[src/rtl/gain_ctrl_pkg.sv]
// Shared types and constants for the gain path: pot writer FSM states, request record, safe defaults.
package gain_ctrl_pkg;

    localparam int          POT_FRAME_W    = 16;
    localparam logic [7:0]  POT_CMD_WRITE  = 8'h11;
    localparam logic [7:0]  PGA_UNITY_CODE = 8'h80;
    localparam logic        HGA_SAFE       = 1'b0;

    typedef enum logic [2:0] {
        ST_IDLE,
        ST_CS_SETUP,
        ST_SHIFT,
        ST_CS_HOLD,
        ST_SETTLE
    } pot_wr_state_t;

    typedef struct packed {
        logic       hga;
        logic [7:0] code;
    } pot_req_t;

endpackage

[src/rtl/spi_sclk_div.sv]
// SCLK phase divider: tick marks the last cycle of each CLK_DIV-long SCLK phase.
// Latency: first tick CLK_DIV-1 cycles after en_i rises; combinational tick output.
// Backpressure: none; counter holds at zero while en_i is low.
module spi_sclk_div #(
    parameter int CLK_DIV = 4
) (
    input  logic clk_i,
    input  logic rst_i,
    input  logic en_i,
    output logic tick_o
);

    localparam int CW = $clog2(CLK_DIV + 1);

    logic [CW-1:0] cnt;

    assign tick_o = en_i && (cnt == CW'(CLK_DIV - 1));

    always_ff @(posedge clk_i) begin
        if (rst_i || !en_i || tick_o) begin
            cnt <= '0;
        end else begin
            cnt <= cnt + CW'(1);
        end
    end

endmodule

[src/rtl/pga_pot_writer.sv]
// Pot writer: serialises {POT_CMD, code} over mode-0 SPI, then applies HGA and waits for analog settle.
// Latency: busy for 34*CLK_DIV+SETTLE_CYCLES cycles from the cycle after update_i; done_o one cycle later.
// Backpressure: none; update_i while busy overwrites a one-deep pending slot. POT_WRITE_DEDUP_EN skips repeats.
module pga_pot_writer
    import gain_ctrl_pkg::*;
#(
    parameter int         CLK_DIV       = 4,
    parameter int         SETTLE_CYCLES = 16,
    parameter logic [7:0] POT_CMD       = POT_CMD_WRITE
) (
    input  logic       clk_i,
    input  logic       rst_i,
    input  logic [7:0] pga_code_i,
    input  logic       hga_active_i,
    input  logic       update_i,
    output logic       spi_sclk_o,
    output logic       spi_mosi_o,
    output logic       spi_cs_n_o,
    output logic       hga_en_o,
    output logic       busy_o,
    output logic       done_o
);

    localparam int SW = $clog2(SETTLE_CYCLES + 1);

    pot_wr_state_t          state, state_nxt;
    logic [3:0]             bit_cnt, bit_nxt;
    logic                   phase_hi, hi_nxt;
    pot_req_t               act_req, act_nxt;
    pot_req_t               pend_req, in_req, start_src;
    logic                   pend_vld;
    logic                   start_req, start_dup, start_frame;
    logic                   done_nxt;
    logic                   div_en, div_tick;
    logic                   settle_last;
    logic [SW-1:0]          settle_cnt;
    logic [POT_FRAME_W-1:0] frame_nxt;

    assign in_req.hga  = hga_active_i;
    assign in_req.code = pga_code_i;

    // A fresh strobe always beats whatever is parked in the pending slot.
    assign start_src = update_i ? in_req : pend_req;
    assign start_req = update_i || pend_vld;

`ifdef POT_WRITE_DEDUP_EN
    pot_req_t last_req;
    logic     last_vld;

    assign start_dup = last_vld && (start_src == last_req);

    always_ff @(posedge clk_i) begin
        if (rst_i) begin
            last_vld <= 1'b0;
            last_req <= '{hga: HGA_SAFE, code: PGA_UNITY_CODE};
        end else if (state == ST_SETTLE && settle_last) begin
            last_vld <= 1'b1;
            last_req <= act_req;
        end
    end
`else
    assign start_dup = 1'b0;
`endif

    assign start_frame = (state == ST_IDLE) && start_req && !start_dup;
    // Back-to-back frames keep busy high through the done cycle.
    assign busy_o      = (state != ST_IDLE) || (start_frame && (pend_vld || done_o));
    assign div_en      = (state == ST_CS_SETUP) || (state == ST_SHIFT) || (state == ST_CS_HOLD);
    assign settle_last = (settle_cnt == SW'(SETTLE_CYCLES - 1));

    spi_sclk_div #(
        .CLK_DIV (CLK_DIV)
    ) u_sclk_div (
        .clk_i  (clk_i),
        .rst_i  (rst_i),
        .en_i   (div_en),
        .tick_o (div_tick)
    );

    always_ff @(posedge clk_i) begin
        if (rst_i) begin
            state    <= ST_IDLE;
            bit_cnt  <= 4'd15;
            phase_hi <= 1'b0;
            act_req  <= '{hga: HGA_SAFE, code: PGA_UNITY_CODE};
        end else begin
            state    <= state_nxt;
            bit_cnt  <= bit_nxt;
            phase_hi <= hi_nxt;
            act_req  <= act_nxt;
        end
    end

    always_comb begin
        state_nxt = state;
        bit_nxt   = bit_cnt;
        hi_nxt    = phase_hi;
        act_nxt   = act_req;
        done_nxt  = 1'b0;
        unique case (state)
            ST_IDLE: begin
                if (start_frame) begin
                    state_nxt = ST_CS_SETUP;
                    act_nxt   = start_src;
                    bit_nxt   = 4'd15;
                    hi_nxt    = 1'b0;
                end else if (start_req && start_dup) begin
                    done_nxt  = 1'b1;
                end
            end
            ST_CS_SETUP: begin
                if (div_tick) state_nxt = ST_SHIFT;
            end
            ST_SHIFT: begin
                if (div_tick) begin
                    hi_nxt = !phase_hi;
                    if (phase_hi) begin
                        bit_nxt = bit_cnt - 4'd1;
                        if (bit_cnt == 4'd0) state_nxt = ST_CS_HOLD;
                    end
                end
            end
            ST_CS_HOLD: begin
                if (div_tick) state_nxt = ST_SETTLE;
            end
            ST_SETTLE: begin
                if (settle_last) begin
                    state_nxt = ST_IDLE;
                    done_nxt  = 1'b1;
                end
            end
            default: state_nxt = ST_IDLE;
        endcase
    end

    assign frame_nxt = {POT_CMD, act_nxt.code};

    // Pin outputs are registered from the next-state view so they never glitch.
    always_ff @(posedge clk_i) begin
        if (rst_i) begin
            spi_cs_n_o <= 1'b1;
            spi_sclk_o <= 1'b0;
            spi_mosi_o <= 1'b0;
            hga_en_o   <= HGA_SAFE;
            done_o     <= 1'b0;
            pend_vld   <= 1'b0;
            pend_req   <= '{hga: HGA_SAFE, code: PGA_UNITY_CODE};
            settle_cnt <= '0;
        end else begin
            spi_cs_n_o <= !((state_nxt == ST_CS_SETUP) || (state_nxt == ST_SHIFT) ||
                            (state_nxt == ST_CS_HOLD));
            spi_sclk_o <= (state_nxt == ST_SHIFT) && hi_nxt;
            if ((state_nxt == ST_CS_SETUP) || (state_nxt == ST_SHIFT)) begin
                spi_mosi_o <= frame_nxt[bit_nxt];
            end else if (state_nxt != ST_CS_HOLD) begin
                spi_mosi_o <= 1'b0;
            end
            if (state == ST_CS_HOLD && state_nxt == ST_SETTLE) begin
                hga_en_o <= act_req.hga;
            end
            done_o     <= done_nxt;
            settle_cnt <= (state == ST_SETTLE) ? settle_cnt + SW'(1) : '0;
            if (state == ST_IDLE) begin
                pend_vld <= 1'b0;
            end else if (update_i) begin
                pend_vld <= 1'b1;
                pend_req <= in_req;
            end
        end
    end

endmodule

[config.mk]
export PLATFORM = sky130hd
export DESIGN_NAME = pga_pot_writer
export DESIGN_NICKNAME = d
export VERILOG_FILES = /design/src/rtl/gain_ctrl_pkg.sv /design/src/rtl/spi_sclk_div.sv /design/src/rtl/pga_pot_writer.sv
export SDC_FILE = /design/constraint.sdc
export NUM_CORES = 1
export LEC_CHECK = 0
export ABC_AREA = 1
export CORE_MARGIN = 2
export CORE_UTILIZATION = 50
export CTS_CLUSTER_DIAMETER = 150
export DETAILED_ROUTE_END_ITERATION = 8
export GPL_ROUTABILITY_DRIVEN = 0
export PLACE_DENSITY = 0.71
export SLEW_MARGIN = 5
export SYNTH_ARGS = -nofsm -noshare
export SYNTH_HDL_FRONTEND = slang
export SYNTH_SLANG_ARGS = --single-unit
[constraint.sdc]
create_clock -name clk_i -period 1.5 [get_ports clk_i]
set_input_delay 0.3 -clock clk_i [delete_from_list [all_inputs] [get_ports clk_i]]
set_output_delay 0.3 -clock clk_i [all_outputs]
set_load 0.03 [all_outputs]
==> flow_metrics.env, run 1 <==
export IMPL_setup_viol=3
export IMPL_areaGrowthSynthToFinish_pct=42.8
export IMPL_cp_common_cell="buf_6"
export IMPL_hold_path_class="flip-flop to flip-flop"
export IMPL_grt_overflow=0
export IMPL_antenna_diode_count=0
export IMPL_grt_pass1_vias=1737
export IMPL_drc=0
export IMPL_die_width_um=66.3
export IMPL_maxCapViolations=0
export IMPL_maxSlewHeadroom_pct=76.9
export IMPL_cts_tree="built"
export IMPL_htree_levels=2
export IMPL_worst_pin_slew_ps=342
export IMPL_fmax_ghz=0.588
export IMPL_ys_types=31
export IMPL_drt_pass1_iter_count=4
export IMPL_finalClockSkew_ps=6.86
export IMPL_clock_latency_ps=290
export IMPL_cts_root_buf="clkbuf_8"
export IMPL_yosysSeqAreaShare_pct=41.3
export IMPL_cp_start_kind="flip-flop"
export IMPL_violations="setup timing"
export IMPL_nets=336
export IMPL_wl_um=4870
export IMPL_synth_ff_latch_count=40
export IMPL_min_period_over_period_pct=113
export IMPL_wire_per_inst_um=13.2
export IMPL_path_class="flip-flop to flip-flop"
export IMPL_initial_utilization_pct=52.6
export IMPL_grt_antenna_before_repair=0
export IMPL_power_leakage_uw=0.00127
export IMPL_setup_slack_ps=-201
export IMPL_layout_drive_gt1_share_pct=36.3
export IMPL_hold_viol=0
export IMPL_critPathRequiredTime_ps=1740
export IMPL_vias=1857
export IMPL_async_flop_share_pct=0
export IMPL_max_stage_delay_ps=350
export IMPL_cts_made_buffers=5
export IMPL_arrival_ps=1940
export IMPL_io_pins=18
export IMPL_synth_edf_count=0
export IMPL_critPathCaptureType="flip-flop"
export IMPL_pre_cts_slack_ps=-516
export IMPL_p_total_uw=2540
export IMPL_powerDensity_nw_per_um2=916
export IMPL_clock_path_buffers=2
export IMPL_finalCriticalPeriod_ps=1700
export IMPL_avgSynthCellArea_um2=7.61
export IMPL_clkTransAtPathRegs_ps=80
export IMPL_final_util_pct=75.1
export IMPL_finalMaxSlewViolations=0
export IMPL_ys_flop_type="dfxtp_1"
export IMPL_viasPerCell=5.05
export IMPL_irDropWorstVdd_uv=775
export IMPL_portBuffers=17
export IMPL_grt_total_usage_pct=21.9
export IMPL_yosys_warnings=0
export IMPL_rows=22
export IMPL_path_cells="ha_4 -> ha_4 -> nand2_4 -> inv_4 -> nand3_4 -> nor2_4 -> buf_4 -> nor2_4 -> buf_4 -> buf_6 -> buf_6 -> buf_6 -> nand2_1"
export IMPL_rsz0062_at_grt="true"
export IMPL_grt_max_degree=18
export IMPL_ant_nets=0
export IMPL_syn_area_um2=1940
export IMPL_drtIter0Drc=106
export IMPL_cp_max_fo=4
export IMPL_grt_first_pass_wirelength_um=7380
export IMPL_syn_nets=272
export IMPL_core_um2=3690
export IMPL_cts_sinks=40
export IMPL_syn_inst=255
export IMPL_dieArea_um2=4390
export IMPL_status="finished, violations left"
export IMPL_die_h_um=66.3
export IMPL_slowest_stage="dfxtp_2"
export IMPL_hpwl_um=3080
[critical path: cells and delay by family, from the launching register on]
kind	cells	cell delay [ps]
buf+inv	6	610
fa+ha+maj	2	280
flops	1	350
simple gates	5	400
[stage by stage]
stage               cells  hold slack (ps)  area [um2]  TNS [ps]
floorplan             255              369        1970     -55.4
global placement      347              417        2410     -3370
detailed placement    347              419        2410     -3690
CTS                   358              430        2600      -325
global route          368              443        2770      -757
finish                368              428        2770      -499
[cells in the mapped netlist (3+ instances only)]
cell type	n	area, um2
nand3_1	16	80.1
nand2_1	60	225
dfxtp_1	40	801
a21oi_1	12	60.1
nand4_1	4	25.0
ha_1	5	62.6
clkbuf_1	3	11.3
o21ai_0	13	65.1
nand3_2	4	40.0
nand2_2	9	56.3
o21ai_1	3	15.0
nor2_1	24	90.1
a31oi_1	4	25.0
nor2_4	4	45.0
inv_1	27	101
o21ai_2	3	26.3
inv_2	5	18.8
[layer usage]
metal / vias up / wire length [um] / global-route usage (%)
met5: - / 0 / 0
met4: 0 / 107 / 7.14
met3: 15 / 197 / 5.45
met2: 41 / 2380 / 36.6
met1: 850 / 2190 / 27.6
li1: 951 / - / -
[cells by family (layout without fill, tap and decap cells)]
group | Yosys count | count (layout) | synth area share (%)
buffers and inverters | 38 | 102 | 8.65
DFF | 40 | 40 | 41.3
adders and majority gates | 5 | 5 | 3.23
AOI/OAI and AO/OA | 39 | 39 | 11.5
and+or+nand+nor | 132 | 133 | 34.8
muxes | 1 | 1 | 0.516
[where the power goes]
group          switching (uW)  internal, uW  total [uW]
clock network             398           493         890
logic                     259           236         495
registers                30.0          1120        1150
[sequential cells by signal, indices dropped and copies added (netlist names)]
name	count
act_req	9
bit_cnt	4
done_o	1
hga_en_o	1
pend_req	9
pend_vld	1
phase_hi	1
settle_cnt	5
spi_cs_n_o	1
spi_mosi_o	1
spi_sclk_o	1
state	3
u_sclk_div.cnt	3
[final cells by class]
type	count	area (um2)
Tap cell	48	60.1
Timing Repair Buffer	62	542
Clock buffer	5	68.8
Multi-Input combinational cell	178	1130
Clock inverter	3	42.5
Inverter	32	123
Fill cell	276	918
Sequential cell	40	808
[worst paths after layout]
path,from,to,slack [ps],cells past startpoint
hold reg to reg,u_sclk_div.cnt[0]$_SDFF_PP0_,u_sclk_div.cnt[0]$_SDFF_PP0_,430,1
hold / removal,u_sclk_div.cnt[0]$_SDFF_PP0_,u_sclk_div.cnt[0]$_SDFF_PP0_,430,1
setup reg to reg,u_sclk_div.cnt[1]$_SDFF_PP0_,bit_cnt[0]$_SDFF_PP1_,-200,13
setup / recovery,u_sclk_div.cnt[1]$_SDFF_PP0_,bit_cnt[0]$_SDFF_PP1_,-200,13
[layout by cell type, fill, tap and decap left out, types with 5 or more instances in the layout]
master           Yosys  layout
o21ai_2              3       5
nand2_2              9      13
nand2_4              2       7
clkbuf_8             0       5
nand2_1             60      51
nor2_4               4       6
dlygate4sd2_1        0       5
nand3_1             16      15
inv_1               27      24
buf_4                0      37
inv_2                5       7
nor2_1              24      22
o21ai_0             13      10
a21oi_1             12       9
clkdlybuf4s50_1      0      11
dfxtp_1             40      36
buf_6                1       8
[repair_timing]
action,4_1_cts,5_1_grt
hold buffers,0,0
gates cloned,1,0
setup endpoints to repair,9,7
gates resized for setup,23,28
pin swaps,6,12
buffers inserted,2,11
No activity file was read; power rests on OpenSTA's default activity.
==> inputs of run 2 (changes only) <==
--- a/config.mk
+++ b/config.mk
@@ -11,7 +11,8 @@
 export CTS_CLUSTER_DIAMETER = 150
 export DETAILED_ROUTE_END_ITERATION = 8
 export GPL_ROUTABILITY_DRIVEN = 0
-export PLACE_DENSITY = 0.71
+export PLACE_DENSITY_LB_ADDON = 0.25
+export REMOVE_ABC_BUFFERS = 1
 export SLEW_MARGIN = 5
 export SYNTH_ARGS = -nofsm -noshare
 export SYNTH_HDL_FRONTEND = slang
==> run 2 against run 1 <==
  * The run still ends with setup timing left
  * Register-to-register slack barely moved
  * Global-route usage is 1.1 points higher
  * Total power decreased by 4.5%
  * Critical path depth unchanged
  * Final cell count is 2.7% higher
  * Critical endpoint is now spi_mosi_o$_SDFFE_PP0P_
==> flow_metrics.env, run 2 (synthesized netlist as in run 1, its figures left out) <==
export IMPL_drtIter0Drc=99
export IMPL_drc=0
export IMPL_path_cells="ha_4 -> ha_4 -> nand2_4 -> buf_6 -> nor2_4 -> nand3_4 -> nor2_4 -> nor2_4 -> nand2_2 -> nand2_2 -> inv_2 -> nand3_2 -> a21oi_2"
export IMPL_finalCriticalPeriod_ps=1700
export IMPL_powerDensity_nw_per_um2=862
export IMPL_cts_sinks=40
export IMPL_layout_common_cells="nand2_1 (50), buf_4 (47), dfxtp_1 (36)"
export IMPL_intPower_uw=1750
export IMPL_p_total_uw=2420
export IMPL_n_fill_cell=259
export IMPL_drt_pass1_iter_count=4
export IMPL_seqPwrFrac_pct=47.5
export IMPL_rr_startpoint="u_sclk_div.cnt[0]$_SDFF_PP0_"
export IMPL_clkTransAtPathRegs_ps=70
export IMPL_worst_r2r_cell_count=13
export IMPL_dieArea_um2=4390
export IMPL_max_stage_delay_ps=360
export IMPL_clock_latency_ps=300
export IMPL_irDropWorstVdd_uv=680
export IMPL_maxCapViolations=0
export IMPL_cp_max_fo=3
export IMPL_power_leakage_uw=0.00130
export IMPL_reg_top3="act_req (9), pend_req (9), settle_cnt (5)"
export IMPL_pwr_share_comb_pct=22.0
export IMPL_hold_path_cell_count=1
export IMPL_worst_pin_slew_ps=317
export IMPL_place_area_um2=2410
export IMPL_cts_root_buf="clkbuf_8"
export IMPL_pwr_share_clk_pct=30.5
export IMPL_switching_share_pct=27.8
export IMPL_min_period_over_period_pct=113
export IMPL_maxSlewHeadroom_pct=78.7
export IMPL_cts_tree="built"
export IMPL_arrival_ps=1930
export IMPL_holdBufCountCts=0
export IMPL_initial_utilization_pct=52.6
export IMPL_die_width_um=66.3
export IMPL_cp_common_cell="nor2_4"
export IMPL_critPathBufInv=2
export IMPL_stdcell_area_um2=2810
export IMPL_core_um2=3690
export IMPL_ant_nets=0
export IMPL_grt_total_usage_pct=23.0
export IMPL_grt_max_degree=18
export IMPL_htree_levels=2
export IMPL_p_sw_uw=674
export IMPL_fmax_ghz=0.589
export IMPL_rsz0062_at_grt="true"
export IMPL_grt_pass1_vias=1708
export IMPL_grt_first_pass_wirelength_um=7550
export IMPL_hold_viol=0
export IMPL_critPathCaptureType="flip-flop"
export IMPL_areaGrowthSynthToFinish_pct=44.8
export IMPL_grt_overflow=0
export IMPL_hold_path_class="flip-flop to flip-flop"
export IMPL_hpwl_um=3050
export IMPL_setup_viol=5
export IMPL_portBuffers=17
export IMPL_critPathRequiredTime_ps=1740
export IMPL_path_class="flip-flop to flip-flop"
export IMPL_critPathTopFamily="simple AND/OR/NAND/NOR gates"
export IMPL_holdPathEnd="settle_cnt[0]$_SDFF_PP0_"
export IMPL_nets=346
export IMPL_wire_per_inst_um=13.6
export IMPL_die_h_um=66.3
export IMPL_layout_drive_gt1_share_pct=37.6
export IMPL_viasPerCell=5.13
export IMPL_rows=22
export IMPL_wl_um=5130
export IMPL_r2r_slack_ps=-200
export IMPL_finalMaxSlewViolations=0
export IMPL_clock_path_buffers=2
export IMPL_grt_antenna_before_repair=0
export IMPL_cp_start_kind="flip-flop"
export IMPL_r2r_end="spi_mosi_o$_SDFFE_PP0P_"
export IMPL_vias=1940
export IMPL_slowest_stage="dfxtp_2"
export IMPL_io_pins=18
export IMPL_layout_commonest_cell="nand2_1"
export IMPL_hold_start="settle_cnt[0]$_SDFF_PP0_"
export IMPL_antenna_diode_count=0
export IMPL_status="finished, violations left"
export IMPL_violations="setup timing"
export IMPL_cts_made_buffers=5
export IMPL_setup_slack_ps=-197
export IMPL_finalClockSkew_ps=4.46
==> run 2: cell types whose count changed in the layout (fill, tap and decap cells not counted), sizes merged <==
cell           change
clkdlybuf4s50      -1
clkinv             +1
dlymetal6s2s       +1
clkbuf             +1
bufinv             -1
buf               +10
clkinvlp           -1
==> run 2: routing by layer <==
metal | track usage [%] | wire length, um | vias up
met3 | 5.62 | 262 | 26
met5 | 0 | 0 | -
met1 | 27.6 | 2070 | 879
met2 | 39.3 | 2570 | 62
li1 | - | - | 973
met4 | 9.18 | 237 | 0
==> run 2: through the flow <==
step,instances,setup slack (ps),hold WS (ps),TNS (ps),util (%)
floorplan,249,-163,369,-163,-
global placement,351,-453,431,-3050,65.3
detailed placement,351,-510,436,-3700,65.3
CTS,372,-154,451,-336,72.8
global route,378,-337,486,-1270,76.2
finish,378,-197,452,-591,76.2
==> run 2: how the worst max path moves through the flow <==
stage	start	to	slack, ps	depth (start not counted)
final	u_sclk_div.cnt[0]$_SDFF_PP0_	spi_mosi_o$_SDFFE_PP0P_	-200	13
after global routing	u_sclk_div.cnt[0]$_SDFF_PP0_	spi_mosi_o$_SDFFE_PP0P_	-340	13
after CTS	u_sclk_div.cnt[0]$_SDFF_PP0_	spi_mosi_o$_SDFFE_PP0P_	-150	14
after detailed placement	update_i	spi_mosi_o$_SDFFE_PP0P_	-510	13
after global placement	update_i	spi_mosi_o$_SDFFE_PP0P_	-450	13
after floorplan	u_sclk_div.cnt[0]$_SDFF_PP0_	spi_mosi_o$_SDFFE_PP0P_	-160	14
==> run 2: power groups by stage <==
stage | clock network (uW) | logic [uW] | registers, uW
after floorplan | 0 | 223 | 1170
after global placement | 0 | 412 | 1170
after detailed placement | 0 | 419 | 1170
after CTS | 760 | 472 | 1150
after global routing | 798 | 577 | 1160
final | 740 | 532 | 1150
==> run 2: timing repair <==
action                                 in CTS  in global routing
cloned                                      1                  0
endpoints found under the hold margin       0                  0
pin swaps                                  10                 15
setup buffers                              12                  6
resized for setup                          33                 23
setup endpoints to repair                  10                 10
==> run 2: final cells by class <==
class                      count  area, um2  area share (%)
clock inverter                 2       10.0           0.356
inverter                      32        123            4.37
multi-input combinational    178       1100            39.3
timing repair buffer          72        619            22.0
clock buffer                   6       82.6            2.94
tap                           48       60.1            2.14
sequential                    40        811            28.9
==> run 2: worst reg2reg max path, stage by stage (launching register included) <==
cell and delay [ps]:
dfxtp_2 360, ha_4 140, ha_4 130, nand2_4 50, buf_6 110, nor2_4 130
nand3_4 110, nor2_4 150, nor2_4 70, nand2_2 100, nand2_2 60, inv_2 50
nand3_2 60, a21oi_2 120
==> inputs of run 3 (changes only) <==
--- a/config.mk
+++ b/config.mk
@@ -5,7 +5,6 @@
 export SDC_FILE = /design/constraint.sdc
 export NUM_CORES = 1
 export LEC_CHECK = 0
-export ABC_AREA = 1
 export CORE_MARGIN = 2
 export CORE_UTILIZATION = 50
 export CTS_CLUSTER_DIAMETER = 150
@@ -13,6 +12,7 @@
 export GPL_ROUTABILITY_DRIVEN = 0
 export PLACE_DENSITY_LB_ADDON = 0.25
 export REMOVE_ABC_BUFFERS = 1
+export SKIP_CTS_REPAIR_TIMING = 1
 export SLEW_MARGIN = 5
 export SYNTH_ARGS = -nofsm -noshare
 export SYNTH_HDL_FRONTEND = slang
==> constraint.sdc (replaced) <==
create_clock -name clk_i -period 1.85 [get_ports clk_i]
set_input_delay 0.37 -clock clk_i [delete_from_list [all_inputs] [get_ports clk_i]]
set_output_delay 0.37 -clock clk_i [all_outputs]
set_load 0.03 [all_outputs]
==> run 3 against run 2 <==
  * The flow still finishes with violations (setup timing)
  * Sequential power shrank 20%
  * Clock skew decreased by 1.2 ps
  * First-iteration DRC count down 5.1%
  * Cell area shrank 8.0%
  * Fmax down 18%
  * Flip-flop and latch count stayed put
  * Total power is 27% lower
  * Non-clock buffer count fell by 12
  * Die area up 0.36%
  * Utilization fell by 6.6 points
  * Register-to-register slack got worse by 30 ps
  * Via count decreased by 11%
  * Largest power group unchanged
  * Highest routed layer unchanged
==> flow_metrics.env, run 3 <==
export IMPL_seqPwrFrac_pct=52.0
export IMPL_power_leakage_uw=0.00106
export IMPL_layout_drive_gt1_share_pct=24.9
export IMPL_syn_inst=225
export IMPL_critPathCaptureType="flip-flop"
export IMPL_synth_top_cell_by_area="dfxtp_1"
export IMPL_async_flop_share_pct=0
export IMPL_fmax_ghz=0.482
export IMPL_nets=293
export IMPL_place_area_um2=2410
export IMPL_worst_pin_slew_ps=343
export IMPL_clock_path_buffers=2
export IMPL_synthTopCellsByArea="dfxtp_1 (41%), nor2_1 (5.8%), mux2i_1 (5.7%)"
export IMPL_n_fill_cell=305
export IMPL_critPathTopFamily="simple AND/OR/NAND/NOR gates"
export IMPL_hpwl_um=3280
export IMPL_synth_ff_latch_count=40
export IMPL_cts_sinks=40
export IMPL_drc=0
export IMPL_grt_antenna_before_repair=0
export IMPL_die_width_um=66.4
export IMPL_die_h_um=66.4
export IMPL_maxCapViolations=0
export IMPL_arrival_ps=2280
export IMPL_finalClockSkew_ps=3.28
export IMPL_core_um2=3720
export IMPL_violations="setup timing"
export IMPL_yosysSeqAreaShare_pct=41.1
export IMPL_path_class="flip-flop to flip-flop"
export IMPL_finalCriticalPeriod_ps=2080
export IMPL_hold_viol=0
export IMPL_wire_per_inst_um=13.3
export IMPL_critPathBufInv=1
export IMPL_max_stage_delay_ps=340
export IMPL_drtIter0Drc=94
export IMPL_setup_slack_ps=-226
export IMPL_critPathRequiredTime_ps=2060
export IMPL_synth_top_cell_area_share_pct=41.1
export IMPL_cp_common_cell="ha_4"
export IMPL_stdcell_area_um2=2580
export IMPL_drt_pass1_iter_count=4
export IMPL_vias=1735
export IMPL_grt_total_usage_pct=21.7
export IMPL_synth_most_common_cell="dfxtp_1"
export IMPL_min_period_over_period_pct=112
export IMPL_slowest_stage="dfxtp_2"
export IMPL_cp_start_kind="flip-flop"
export IMPL_rows=22
export IMPL_tns_ps=-226
export IMPL_ant_nets=0
export IMPL_reg_top3="act_req (9), pend_req (9), settle_cnt (5)"
export IMPL_status="finished, violations left"
export IMPL_setup_viol=1
export IMPL_p_total_uw=1780
export IMPL_grt_first_pass_wirelength_um=7180
export IMPL_grt_max_degree=19
export IMPL_viasPerCell=5.34
export IMPL_grt_overflow=0
export IMPL_synth_edf_count=0
export IMPL_avgSynthCellArea_um2=8.65
export IMPL_p_sw_uw=474
export IMPL_layout_common_cells="buf_4 (43), dfxtp_1 (38), nor2_1 (30)"
export IMPL_rsz0062_at_grt="true"
export IMPL_clock_latency_ps=290
export IMPL_maxSlewHeadroom_pct=76.9
export IMPL_cts_tree="built"
export IMPL_cts_root_buf="clkbuf_8"
export IMPL_syn_area_um2=1950
export IMPL_layout_commonest_cell="buf_4"
export IMPL_wl_um=4320
export IMPL_switching_share_pct=26.7
export IMPL_powerDensity_nw_per_um2=688
export IMPL_grt_pass1_vias=1638
export IMPL_cts_made_buffers=5
export IMPL_cp_max_fo=8
export IMPL_areaGrowthSynthToFinish_pct=32.7
export IMPL_finalMaxSlewViolations=0
export IMPL_hold_path_class="flip-flop to flip-flop"
export IMPL_initial_utilization_pct=52.4
export IMPL_path_cells="ha_4 -> ha_4 -> and4bb_4 -> and2_4 -> buf_12 -> xnor2_4 -> mux2i_1 -> mux2_4 -> a311oi_1"
export IMPL_io_pins=18
export IMPL_ys_types=49
export IMPL_clkTransAtPathRegs_ps=80
export IMPL_dieArea_um2=4410
export IMPL_hold_ws_ps=430
export IMPL_yosys_warnings=0
export IMPL_pwr_share_comb_pct=15.2
export IMPL_ys_flop_type="dfxtp_1"
export IMPL_pwr_share_clk_pct=32.8
export IMPL_htree_levels=2
export IMPL_antenna_diode_count=0
export IMPL_intPower_uw=1300
export IMPL_irDropWorstVdd_uv=526
export IMPL_portBuffers=17
export IMPL_synthTopCellsByCount="dfxtp_1 (40), nor2_1 (30), nand2_1 (22)"
-- run 3: logic make-up after synthesis --
group,count (synthesis),share of synthesized area [%]
AND/OR/NAND/NOR,95,23.9
adder cells (fa/ha/maj),5,3.21
flip-flops,40,41.1
buffers and inverters,23,5.46
multiplexers,12,6.23
AO/OA/AOI/OAI,45,16.8
XOR/XNOR,5,3.21
-- run 3: final cells by class --
cell class | count | area, um2 | share of cell area [%]
multi-input cells | 162 | 1100 | 42.5
clock buffers | 5 | 68.8 | 2.66
inverters | 7 | 26.3 | 1.02
repair buffers | 60 | 503 | 19.5
flip-flops and latches | 40 | 803 | 31.1
clock inverters | 3 | 23.8 | 0.920
well taps | 48 | 60.1 | 2.32
-- run 3: worst register-to-register path: stages, from the launching register on --
cell      delay [ps]
dfxtp_2          340
ha_4             160
ha_4             160
and4bb_4         230
and2_4           180
buf_12           130
xnor2_4          190
mux2i_1          100
mux2_4           280
a311oi_1         240
-- run 3: path summary, 6_finish.rpt --
| path | start | end | slack [ps] | depth (start not counted) |
|---|---|---|---|---|
| max reg2reg | u_sclk_div.cnt[0]$_SDFF_PP0_ | spi_mosi_o$_SDFFE_PP0P_ | -230 | 9 |
| min reg2reg | u_sclk_div.cnt[0]$_SDFF_PP0_ | u_sclk_div.cnt[0]$_SDFF_PP0_ | 430 | 1 |
| min | u_sclk_div.cnt[0]$_SDFF_PP0_ | u_sclk_div.cnt[0]$_SDFF_PP0_ | 430 | 1 |
| max | u_sclk_div.cnt[0]$_SDFF_PP0_ | spi_mosi_o$_SDFFE_PP0P_ | -230 | 9 |
-- run 3: metal layers --
| metal | routed length [um] | GRT usage, % | vias up |
|---|---|---|---|
| met5 | 0 | 0 | - |
| met4 | 76 | 8.42 | 0 |
| met3 | 121 | 4.60 | 8 |
| met2 | 2120 | 36.6 | 26 |
| met1 | 2010 | 26.9 | 804 |
| li1 | - | - | 897 |
-- run 3: power by group through the flow --
stage	Clock, uW	Sequential [uW]	Combinational [uW]
final	583	923	271
after global routing	630	927	300
after CTS	592	921	263
after detailed placement	0	942	262
after global placement	0	940	256
after floorplan	0	940	125
-- run 3: stage by stage --
step,worst slack (ps),instances,utilization [%]
finish,-226,325,69.5
CTS,-432,322,67.3
global route,-303,325,69.5
global placement,-378,314,64.8
floorplan,-327,209,-
detailed placement,-424,314,64.8
